==> config.mk <==
export PLATFORM = sky130hd
export DESIGN_NAME = uart_cmd_auth
export DESIGN_NICKNAME = d
export VERILOG_FILES = /design/src/rtl/uart_cmd_pkg.sv /design/src/rtl/uart_rx_core.sv /design/src/rtl/uart_cmd_auth.sv
export SDC_FILE = /design/constraint.sdc
export NUM_CORES = 1
export LEC_CHECK = 0
export CORE_MARGIN = 4
export CORE_UTILIZATION = 40
export DETAILED_ROUTE_END_ITERATION = 7
export MAX_ROUTING_LAYER = met4
export PLACE_DENSITY_LB_ADDON = 0.12
export SYNTH_ARGS = -nofsm -noshare
export SYNTH_HDL_FRONTEND = slang
export SYNTH_SLANG_ARGS = --single-unit
export TNS_END_PERCENT = 50
==> constraint.sdc <==
create_clock -name clk -period 3.3 [get_ports clk]
set_clock_uncertainty 0.15 [all_clocks]
set_input_delay 0.66 -clock clk [delete_from_list [all_inputs] [get_ports clk]]
set_output_delay 0.66 -clock clk [all_outputs]
set_load 0.01 [all_outputs]
==> src/rtl/uart_cmd_pkg.sv <==
// Shared types and command constants for the Bluetooth command receiver.
package uart_cmd_pkg;

   typedef enum logic {IDLE, RECV} rx_state_t;
   typedef enum logic [1:0] {OFF, PWR1, PWR2} auth_state_t;

   localparam logic [7:0] CMD_GO   = 8'h47;
   localparam logic [7:0] CMD_STOP = 8'h53;
   localparam int         BAUD_W   = 13;

endpackage

==> src/rtl/uart_rx_core.sv <==
// 8N1 UART receiver: synchronizer, mid-bit sampling, rx_rdy handshake and framing error.
module uart_rx_core
   import uart_cmd_pkg::*;
#(
   parameter int BAUD_DIV = 5208
) (
   input  logic       clk,
   input  logic       rst,
   input  logic       rx,
   input  logic       clr_rdy,
   output logic [7:0] rx_data,
   output logic       rx_rdy,
   output logic       frame_err
);

   localparam logic [BAUD_W-1:0] FULL = BAUD_W'(BAUD_DIV);
   localparam logic [BAUD_W-1:0] HALF = BAUD_W'(BAUD_DIV / 2);

   rx_state_t         state, state_nxt;
   logic              rx_s1, rx_s2, rx_prev;
   logic [1:0]        fill;
   logic [BAUD_W-1:0] baud_cnt;
   logic [3:0]        bit_cnt;
   logic [9:0]        shift, shift_nxt;
   logic              start_edge, sample, done;

   assign shift_nxt = {rx_s2, shift[9:1]};

   always_comb begin
      state_nxt  = state;
      start_edge = 1'b0;
      sample     = 1'b0;
      done       = 1'b0;
      case (state)
         IDLE: begin
            if (rx_prev && !rx_s2) begin
               start_edge = 1'b1;
               state_nxt  = RECV;
            end
         end
         RECV: begin
            if (baud_cnt == BAUD_W'(1)) begin
               sample = 1'b1;
               if (bit_cnt == 4'd9) begin
                  done      = 1'b1;
                  state_nxt = IDLE;
               end
            end
         end
         default: state_nxt = IDLE;
      endcase
   end

   // rx_prev only holds 1 once a genuine high has passed the synchronizer, so a line
   // that is already low when reset releases cannot fake a start edge.
   always_ff @(posedge clk or posedge rst) begin
      if (rst) begin
         rx_s1     <= 1'b1;
         rx_s2     <= 1'b1;
         fill      <= 2'b00;
         rx_prev   <= 1'b0;
         state     <= IDLE;
         baud_cnt  <= '0;
         bit_cnt   <= '0;
         shift     <= '0;
         rx_data   <= 8'h00;
         rx_rdy    <= 1'b0;
         frame_err <= 1'b0;
      end else begin
         rx_s1     <= rx;
         rx_s2     <= rx_s1;
         fill      <= {fill[0], 1'b1};
         rx_prev   <= fill[1] & rx_s2;
         state     <= state_nxt;
         frame_err <= 1'b0;
         if (start_edge) begin
            baud_cnt <= HALF;
            bit_cnt  <= 4'd0;
         end else if (sample) begin
            baud_cnt <= FULL;
            bit_cnt  <= bit_cnt + 4'd1;
            shift    <= shift_nxt;
         end else if (state == RECV) begin
            baud_cnt <= baud_cnt - BAUD_W'(1);
         end
         if (done && shift_nxt[9]) begin
            rx_data <= shift_nxt[8:1];
            rx_rdy  <= 1'b1;
         end else if (clr_rdy || start_edge) begin
            rx_rdy <= 1'b0;
         end
         if (done && !shift_nxt[9]) begin
            frame_err <= 1'b1;
         end
      end
   end

endmodule

==> src/rtl/uart_cmd_auth.sv <==
// Command endpoint: receives UART bytes and turns GO/STOP commands into pwr_up,
// deferring power-down until the rider has stepped off.
module uart_cmd_auth
   import uart_cmd_pkg::*;
#(
   parameter int         BAUD_DIV = 5208,
   parameter logic [7:0] GO_CMD   = CMD_GO,
   parameter logic [7:0] STOP_CMD = CMD_STOP
) (
   input  logic       clk,
   input  logic       rst,
   input  logic       RX,
   input  logic       rider_off,
   output logic       pwr_up,
   output logic [7:0] rx_data,
   output logic       rx_rdy,
   output logic       frame_err
);

   auth_state_t state, state_nxt;
   logic        clr_rdy;

   uart_rx_core #(
      .BAUD_DIV (BAUD_DIV)
   ) u_rx (
      .clk       (clk),
      .rst       (rst),
      .rx        (RX),
      .clr_rdy   (clr_rdy),
      .rx_data   (rx_data),
      .rx_rdy    (rx_rdy),
      .frame_err (frame_err)
   );

   // Every byte is consumed exactly once, whether or not it changes state.
   assign clr_rdy = rx_rdy;
   assign pwr_up  = (state != OFF);

   always_comb begin
      state_nxt = state;
      case (state)
         OFF: begin
            if (rx_rdy && rx_data == GO_CMD) state_nxt = PWR1;
         end
         PWR1: begin
            if (rx_rdy && rx_data == STOP_CMD) state_nxt = rider_off ? OFF : PWR2;
         end
         PWR2: begin
            if (rider_off)                        state_nxt = OFF;
            else if (rx_rdy && rx_data == GO_CMD) state_nxt = PWR1;
         end
         default: state_nxt = OFF;
      endcase
   end

   always_ff @(posedge clk or posedge rst) begin
      if (rst) state <= OFF;
      else     state <= state_nxt;
   end

endmodule

### After elaboration in Yosys (flattened, before gate mapping)

Cells that the tools add are included.

| word-level totals | value |
|---|---|
| memories | 0 |
| register bits | 45 |
| word-level logic and storage cells | 60 |
| ROM bits | 0 |
| latch bits | 0 |
| bits in writable memories | 0 |
| input port bits | 4 |

| cells by class | value |
|---|---|
| mux-type cells | 23 |
| $mul | 0 |
| order comparisons | 0 |
| reduce and logical (&&, ||, !) cells | 13 |
| shift operators | 0 |
| equality and inequality tests | 7 |
| $add $sub $neg | 2 |
| bitwise operators | 3 |
| divide/modulo/power cells | 0 |

Operators by type and width:

| operator | number |
|---|---|
| two-way mux 13 bit | 3 |
| == test 8 x 7 -> 1 bit (second input constant) | 2 |
| == test 13 x 1 -> 1 bit (second input constant) | 1 |
| subtractor 13 x 1 -> 13 bit (second input constant) | 1 |
| two-way mux 1 bit | 12 |
| two-way mux 2 bit | 4 |
| two-way mux 4 bit | 2 |
| case mux 2 bit (3 select lines) | 1 |
| nonzero test 2 bit | 3 |
| logical AND 1 bit | 5 |
| adder 4 x 1 -> 4 bit (second input constant) | 1 |
| == test 4 bit (second input constant) | 1 |
| nonzero test 3 bit | 1 |
| == test 2 x 1 -> 1 bit (second input constant) | 1 |
| == test 2 bit (second input constant) | 1 |
| zero test 2 bit | 1 |
| != test 2 bit (second input constant) | 1 |
| NOT 1 bit | 2 |
| case mux 1 bit (2 select lines) | 1 |
| AND reduction 2 bit | 1 |
| bitwise AND 1 bit | 1 |
| zero test 1 bit | 1 |
| logical OR 1 bit | 1 |

### Longest topological paths before layout

Gate-level depths: netlist (run 1).

| logic depth | value |
|---|---|
| depth in word-level cells | 7 |
| mapped depth | 8 |
| depth with buffers taken out | 6 |

### By module

Synthesis (run 1) repeated with hierarchy kept, for this count alone.

| second synthesis, totals | value |
|---|---|
| cells, all modules | 170 |
| area total of the unflattened synthesis | 2011.9 um2 |

By module, submodules not included:

| module | instances | area an instance (um2) | cells each |
|---|---|---|---|
| uart_rx_core | 1 | 1850.5 | 154 |
| uart_cmd_auth | 1 | 161.4 | 16 |

### Worst setup path before layout (run 1)

No wires, ideal clock.

| timing | value |
|---|---|
| kind | register to register |
| from | register u_rx.baud_cnt[1] |
| to | register u_rx.rx_data[0] |
| arrival time | 2.235 ns |
| cell stages (with the launch flop) | 8 |
| path slack | 0.790 ns |
| path buffers | 1 |
| setup time | 0.125 ns |
| cells stage by stage | dfrtp_1 > inv_1 > ha_1 > or4b_1 > or4_4 > buf_6 > nor2_4 > mux2_2 |

| between the ends | value |
|---|---|
| word-level cells in the longest chain between the ends | 4 |

Ends and longest elaborated chain:

| item | RTL line | text |
|---|---|---|
| start, declared | uart_rx_core.sv:22 | `logic [BAUD_W-1:0] baud_cnt;` |
| start signal, assigned | uart_rx_core.sv:84 | `baud_cnt <= baud_cnt - BAUD_W'(1);` |
| == test 13 x 1 -> 1 bit | uart_rx_core.sv:42 | `if (baud_cnt == BAUD_W'(1)) begin` |
| two-way mux 1 bit | uart_rx_core.sv:42 |  |
| two-way mux 1 bit | uart_rx_core.sv:34 | `case (state)` |
| logical AND 1 bit | uart_rx_core.sv:86 | `if (done && shift_nxt[9]) begin` |
| end signal, assigned | uart_rx_core.sv:87 | `rx_data <= shift_nxt[8:1];` |
| end, declared | uart_rx_core.sv:11 | `output logic [7:0] rx_data,` |

No other way between the ends.
A chain may end at the register's enable or synchronous reset.

### Worst setup path after layout (run 1)

| timing | value |
|---|---|
| from | register u_rx.baud_cnt[1] |
| to | register u_rx.rx_data[4] |

Same word-level chain as after synthesis.

==> qor.tcl, run 1 <==
set qor(internal-power_uw) 953
set qor(die_boundary_height_um) 78.7
set qor(inserted_diodes) 0
set qor(timing.slew.headroom) 0.532
set qor(yosys.cell_types.count) 47
set qor(final.period_utilization) 0.818
set qor(cts.sink_count) 43
set qor(worst_path_setup_slack_after_routing_ns) 0.602
set qor(cts_made_buffers) 5
set qor(final.min_clock_period_ns) 2.70
set qor(cp_num_buf_inv) 1
set qor(seq_power_share) 0.509
set qor(grt_start_max_net_pins) 44
set qor(p_switching_uw) 462
set qor(post-cts-setup-buffer-count) 0
set qor(pre_cts_ws_ns) 0.609
set qor(pwr-share-comb) 0.204
set qor(detailedRoute.firstPassIterationCount) 4
set qor(leakagePower_uw) 0.00101
set qor(power.ir.vdd_worst_mv) 0.232
set qor(antenna_found_initial) 0
set qor(num_rows) 25
set qor(synth_cells) 195
set qor(resized_after_cts) 0
set qor(setup-tns-final_ns) 0
set qor(design.final.nets) 220
set qor(syn_avg_cell_area_um2) 10.3
set qor(yosys_register_bits) 43
set qor(highest_layer) {met4}
set qor(run_status) {completed}
set qor(core_region_area_um2) 4790
set qor(route.met2.wl_mm) 1.88
set qor(synth_area_um2) 2000
set qor(timing.fmax_ghz) 0.371
set qor(place.detailed.hpwl_mm) 3.02
set qor(fp.dieArea_um2) 6190
set qor(routed-wl-met3_um) 247
set qor(p_sw_frac) 0.327
set qor(wirelength_met1_mm) 2.00
set qor(cp_max_fo) 14
set qor(cts_root_buf) {sky130_fd_sc_hd__clkbuf_8}
set qor(setup_repair_after_global_routing_missed_its_margin) {no}
set qor(crit_path_start) {u_rx.baud_cnt[1]$_DFFE_PP0P_}
set qor(synthToLayoutAreaGrowth_pct) 16.2
set qor(drtIter0Drc) 91
set qor(finalSetupViolCount) 0
set qor(ant_nets) 0
set qor(post_dp_cell_area_um2) 2210
set qor(wl_per_cell_um) 14.9
set qor(top_ports) 15
set qor(start_util) 0.418
set qor(crit_path_start_kind) {register}
set qor(globalplace.congestion) 0.850
set qor(setup.worst_path.class) {reg -> reg}
set qor(worst-endpoint-required_ns) 3.33
set qor(die_width_um) 78.7
set qor(report.power.total_uw) 1410
set qor(most-common-layout-cells) {sky130_fd_sc_hd__dfrtp_1 (41), sky130_fd_sc_hd__nand2_1 (37), sky130_fd_sc_hd__clkdlybuf4s50_1 (14), sky130_fd_sc_hd__inv_1 (9), sky130_fd_sc_hd__nand3_1 (9)}
set qor(fin_area_um2) 2320
set qor(final.fill_count) 436
set qor(overall_global_routing_resource_usage) 0.150
set qor(drive_gt1_frac) 0.136
set qor(ff2ff_setup_slack_ns) 0.60
set qor(drv_cap) 0
set qor(htree_num_levels) 2
set qor(first_global_vias) 1458
set qor(hold_viol_final) 0
set qor(critical_path.slowest_cell) {sky130_fd_sc_hd__or4_4}
set qor(worst_path_largest_cell_delay_ns) 0.62
set qor(whs_ns) 0.215
set qor(syn_nets) 203
set qor(post_detailed_routing_wire_length_mm) 4.16
set qor(post-route-drc-count) 0
set qor(power_per_cell_area_nw_per_um2) 609
set qor(clkSlewWorstSetupHoldPaths_ns) 0.08
set qor(timing.hold.worst.start) {u_rx.rx_s1$_DFF_PP1_}
set qor(synth-seq-area-share) 0.539
set qor(layout.cells.most_common) {sky130_fd_sc_hd__dfrtp_1}
set qor(critical_path_arrival_ns) 2.73
set qor(ctsHoldBuffers) 0
set qor(setup.worst_path.end_class) {register}
set qor(io_buffers) 14
set qor(crit-reg2reg-launch) {u_rx.baud_cnt[1]$_DFFE_PP0P_}
set qor(detail_route.vias_per_cell) 5.42
set qor(clk_latency_ns) 0.29
set qor(yosys_warnings) 0
set qor(worst_slew_pin_slew_ns) 0.696
set qor(share_clk_of_total_power) 0.287
set qor(hp-class) {reg -> reg}
set qor(tritoncts) {built}
set qor(cts_buffer_depth) 2
set qor(wire_length_of_the_first_global_routing_pass_mm) 7.05
set qor(grt_remaining_overflow) 0
set qor(timing_max_transition_violations_final) 0
set qor(crit_path_cell_trace) {inv_1 > ha_1 > or4b_1 > or4_4 > nor2_4 > mux2_2}
set qor(dr_total_vias) 1518
set qor(cpLargestDelayFamily) {simple AND/OR/NAND/NOR gates}
[layer usage]
| layer | track usage | up-vias |
|---|---|---|
| li1 | - | 739 |
| met1 | 0.198 | 731 |
| met2 | 0.216 | 43 |
| met3 | 0.0522 | 5 |
| met4 | 0.0490 | 0 |
| met5 | - | - |
[state kept, by name (all words and copies together) (netlist names)]
name / count
u_rx.baud_cnt: 13
u_rx.rx_data: 8
u_rx.shift: 8
u_rx.bit_cnt: 4
state: 2
u_rx.fill: 2
u_rx.frame_err: 1
u_rx.rx_prev: 1
u_rx.rx_rdy: 1
u_rx.rx_s1: 1
u_rx.rx_s2: 1
u_rx.state: 1
[through the flow]
stage	instances	util
2_1_floorplan	195	-
3_3_place_gp	272	0.462
3_5_place_dp	272	0.462
4_1_cts	280	0.485
5_1_grt	280	0.485
6_report	280	0.485
[kinds of logic after synthesis]
group,Yosys count,synth area share
compound gates,32,0.107
fa+ha+maj,4,0.0250
buf+inv,16,0.0344
flops,43,0.539
mux,9,0.0501
other cells,1,0.00188
simple gates,90,0.242
[final timing paths]
| path | endpoint | cells past startpoint |
|---|---|---|
| min in group asynchronous | u_rx.fill[0]$_DFF_PP0_ | 3 |
| worst max register to register | u_rx.rx_data[4]$_DFFE_PP0P_ | 6 |
| worst max-delay path | u_rx.rx_data[4]$_DFFE_PP0P_ | 6 |
| worst min register to register | u_rx.rx_s2$_DFF_PP1_ | 0 |
| max in group asynchronous | u_rx.rx_s2$_DFF_PP1_ | 3 |
| worst min-delay path | u_rx.rx_s2$_DFF_PP1_ | 0 |
[cell usage after synthesis, drive strengths merged]
| cell | n | area share |
|---|---|---|
| o211ai | 3 | 0.011 |
| or4 | 7 | 0.028 |
| o41ai | 2 | 0.0088 |
| nand2 | 37 | 0.069 |
| conb | 1 | 0.0019 |
| nor3 | 4 | 0.010 |
| nor4 | 7 | 0.025 |
| nand2b | 3 | 0.0094 |
| nand4b | 1 | 0.0044 |
| a211o | 1 | 0.0044 |
| clkbuf | 5 | 0.010 |
| or4b | 2 | 0.010 |
| nor2b | 1 | 0.0031 |
| or3 | 1 | 0.0031 |
| a22o | 1 | 0.0044 |
| o311ai | 1 | 0.0044 |
| a211oi | 1 | 0.0038 |
| nand3 | 9 | 0.023 |
| mux2 | 8 | 0.045 |
| o21bai | 1 | 0.0038 |
| or2 | 3 | 0.0094 |
| a41oi | 1 | 0.0044 |
| a21oi | 5 | 0.013 |
| a31oi | 2 | 0.0063 |
| dfrtp | 41 | 0.51 |
| nand4 | 1 | 0.0031 |
| nor2 | 7 | 0.017 |
| and2 | 2 | 0.0063 |
| nand3b | 1 | 0.0038 |
| inv | 9 | 0.017 |
| o22ai | 1 | 0.0031 |
| mux2i | 1 | 0.0050 |
| a21o | 2 | 0.0075 |
| or3b | 1 | 0.0044 |
| o21ai | 7 | 0.018 |
| buf | 2 | 0.0075 |
| and3b | 1 | 0.0044 |
| nor4b | 2 | 0.0088 |
| o31ai | 4 | 0.015 |
| ha | 4 | 0.025 |
| dfstp | 2 | 0.026 |
[power groups by stage]
stage          clock, uW  sequential (uW)  combinational [uW]
6_report             406              720                 289
5_1_grt              450              734                 325
4_1_cts              420              717                 289
3_5_place_dp           0              727                 287
3_3_place_gp           0              720                 279
2_1_floorplan          0              688                 241
[worst reg2reg max path: cells and delay by family, from the launching register on]
| family | cells | cell delay (ns) |
|---|---|---|
| AND/OR/NAND/NOR | 3 | 1.38 |
| flip-flops | 1 | 0.39 |
| adder cells (fa/ha/maj) | 1 | 0.17 |
| buffers and inverters | 1 | 0.12 |
| multiplexers | 1 | 0.37 |
[area by class of cell]
cell class	instances	area, um2	area share
timing repair buffer	17	163	0.0700
clock buffer	5	68.8	0.0296
inverter	9	33.8	0.0145
multi-input combinational	136	852	0.367
tap	67	83.8	0.0361
sequential	43	1080	0.464
clock inverter	3	43.8	0.0188
(Power assumes the default switching activity.)
==> inputs of run 2 (changes only) <==
==> constraint.sdc (replaced) <==
create_clock -name clk -period 2.48 [get_ports clk]
set_clock_uncertainty 0.15 [all_clocks]
set_input_delay 0.496 -clock clk [delete_from_list [all_inputs] [get_ports clk]]
set_output_delay 0.496 -clock clk [all_outputs]
set_load 0.01 [all_outputs]
==> qor.tcl, run 2 (synthesis gave the netlist of run 1 again) <==
set qor(power_per_cell_area_nw_per_um2) 766
set qor(top_ports) 15
set qor(finalSetupViolCount) 8
set qor(cts_made_buffers) 5
set qor(first_global_vias) 1603
set qor(cpLargestDelayFamily) {simple AND/OR/NAND/NOR gates}
set qor(numPlacedInstances) 286
set qor(antenna_found_initial) 0
set qor(synthToLayoutAreaGrowth_pct) 25.8
set qor(timing.hold.worst.start) {u_rx.fill[0]$_DFF_PP0_}
set qor(pre_cts_ws_ns) -0.0321
set qor(timing_max_transition_violations_final) 0
set qor(core_region_area_um2) 4790
set qor(final.period_utilization) 1.01
set qor(cts_root_buf) {sky130_fd_sc_hd__clkbuf_8}
set qor(cp_max_fo) 8
set qor(htree_num_levels) 2
set qor(worstRegToRegCells) 7
set qor(num_rows) 25
set qor(final.fill_count) 437
set qor(multi_input_area_um2) 905
set qor(critical_path.slowest_cell) {sky130_fd_sc_hd__or4_4}
set qor(drtIter0Drc) 78
set qor(die_width_um) 78.7
set qor(critical_path_arrival_ns) 2.52
set qor(power.ir.vdd_worst_mv) 0.426
set qor(area.sequential_um2) 1080
set qor(dr_total_vias) 1611
set qor(hp-class) {reg -> reg}
set qor(grt_start_max_net_pins) 44
set qor(grt_remaining_overflow) 0
set qor(crit_path_cell_trace) {inv_2 > ha_4 > or4b_4 > or4_4 > nor2_4 > buf_12 > mux2_4}
set qor(design.final.nets) 240
set qor(start_util) 0.418
set qor(layout.cells.most_common) {sky130_fd_sc_hd__dfrtp_1}
set qor(post-route-drc-count) 0
set qor(inserted_diodes) 0
set qor(setup-tns-final_ns) -0.0441
set qor(worst-endpoint-required_ns) 2.51
set qor(drv_cap) 0
set qor(setup.worst_path.class) {reg -> reg}
set qor(largest_registers) {u_rx.baud_cnt: 13 flops, u_rx.rx_data: 8 flops, u_rx.shift: 8 flops}
set qor(cp_num_buf_inv) 2
set qor(worst_path_setup_slack_after_routing_ns) -0.0130
set qor(die_boundary_height_um) 78.7
set qor(cts_buffer_depth) 2
set qor(overall_global_routing_resource_usage) 0.156
set qor(worst_slew_pin_slew_ns) 0.717
set qor(final.min_clock_period_ns) 2.49
set qor(leakagePower_uw) 0.00110
set qor(post_detailed_routing_wire_length_mm) 4.46
set qor(setup.worst_path.end_class) {register}
set qor(final_cells) 300
set qor(clkSlewWorstSetupHoldPaths_ns) 0.08
set qor(largest_reg_flops) 13
set qor(crit_path_start) {u_rx.baud_cnt[1]$_DFFE_PP0P_}
set qor(io_buffers) 14
set qor(setup_repair_after_global_routing_missed_its_margin) {yes}
set qor(clk_latency_ns) 0.29
set qor(holdPathStages) 0
set qor(tritoncts) {built}
set qor(detailedRoute.firstPassIterationCount) 4
set qor(violations) {negative setup slack}
set qor(regToRegEndpoint) {u_rx.rx_data[5]$_DFFE_PP0P_}
set qor(hold_viol_final) 0
set qor(fp.dieArea_um2) 6190
set qor(worst_path_largest_cell_delay_ns) 0.58
set qor(whs_ns) 0.208
set qor(detail_route.vias_per_cell) 5.37
set qor(timing.fmax_ghz) 0.401
set qor(worst_hold_path.endpoint) {u_rx.fill[1]$_DFF_PP0_}
set qor(globalplace.congestion) 0.888
set qor(place.detailed.hpwl_mm) 3.08
set qor(cts.sink_count) 43
set qor(timing.slew.headroom) 0.518
set qor(crit_path_start_kind) {register}
set qor(ant_nets) 0
set qor(most-common-layout-cells) {sky130_fd_sc_hd__dfrtp_1 (41), sky130_fd_sc_hd__nand2_1 (36), sky130_fd_sc_hd__buf_4 (21), sky130_fd_sc_hd__clkdlybuf4s50_1 (14), sky130_fd_sc_hd__nand3_1 (9)}
set qor(run_status) {finished with violations}
set qor(wire_length_of_the_first_global_routing_pass_mm) 7.42
set qor(wl_per_cell_um) 14.9
set qor(drive_gt1_frac) 0.227
set qor(crit-reg2reg-launch) {u_rx.baud_cnt[1]$_DFFE_PP0P_}
set qor(ff2ff_setup_slack_ns) -0.01
set qor(largest-register) {u_rx.baud_cnt}
==> run 2: changes by cell type in the layout (fill, tap and decap cells not counted), sizes merged <==
cell / before / now
clkinvlp: 0 / 1
clkinv: 2 / 1
bufinv: 1 / 0
clkbuf: 5 / 6
buf: 3 / 23
==> run 2: how the worst max path moves through the flow <==
| stage | endpoint | slack (ns) | cells after the start |
|---|---|---|---|
| 2_1_floorplan | u_rx.rx_data[0]$_DFFE_PP0P_ | 0.001 | 7 |
| 3_3_place_gp | u_rx.rx_data[3]$_DFFE_PP0P_ | 0.03 | 6 |
| 3_5_place_dp | u_rx.rx_data[5]$_DFFE_PP0P_ | -0.03 | 6 |
| 4_1_cts | u_rx.rx_data[5]$_DFFE_PP0P_ | 0.02 | 6 |
| 5_1_grt | u_rx.rx_data[3]$_DFFE_PP0P_ | -0.06 | 7 |
| 6_report | u_rx.rx_data[5]$_DFFE_PP0P_ | -0.01 | 7 |
==> run 2: metal layers <==
layer  GRT usage  vias to the layer above  wire length [um]
met4      0.0490                        0                50
met3      0.0420                        6               108
met2       0.238                       30              2100
met5           -                        -                 0
li1            -                      767                 -
met1       0.204                      808              2200
==> run 2: what timing repair did <==
item,4_1_cts,5_1_grt
hold buffers,0,0
setup buffers,2,4
setup endpoints to repair,8,9
pin swaps,2,5
hold endpoints to repair,0,0
resized for setup,0,14
==> run 2: cell type report <==
type / count / area share
Clock inverter: 2 / 0.00498
Timing Repair Buffer: 37 / 0.131
Sequential cell: 43 / 0.429
Tap cell: 67 / 0.0333
Inverter: 9 / 0.0134
Multi-Input combinational cell: 136 / 0.360
Clock buffer: 6 / 0.0289
==> run 2: where the power goes <==
group | internal [uW] | switching (uW) | total [uW]
logic | 280 | 311 | 591
registers | 808 | 100 | 908
clock network | 197 | 230 | 427
==> run 2: metrics by stage <==
| step | util | total power (uW) | area, um2 |
|---|---|---|---|
| CTS | 0.506 | 1900 | 2420 |
| finish | 0.525 | 1930 | 2510 |
| floorplan | - | 1240 | 2000 |
| global route | 0.525 | 2070 | 2510 |
| global placement | 0.485 | 1440 | 2320 |
| detailed placement | 0.485 | 1460 | 2320 |
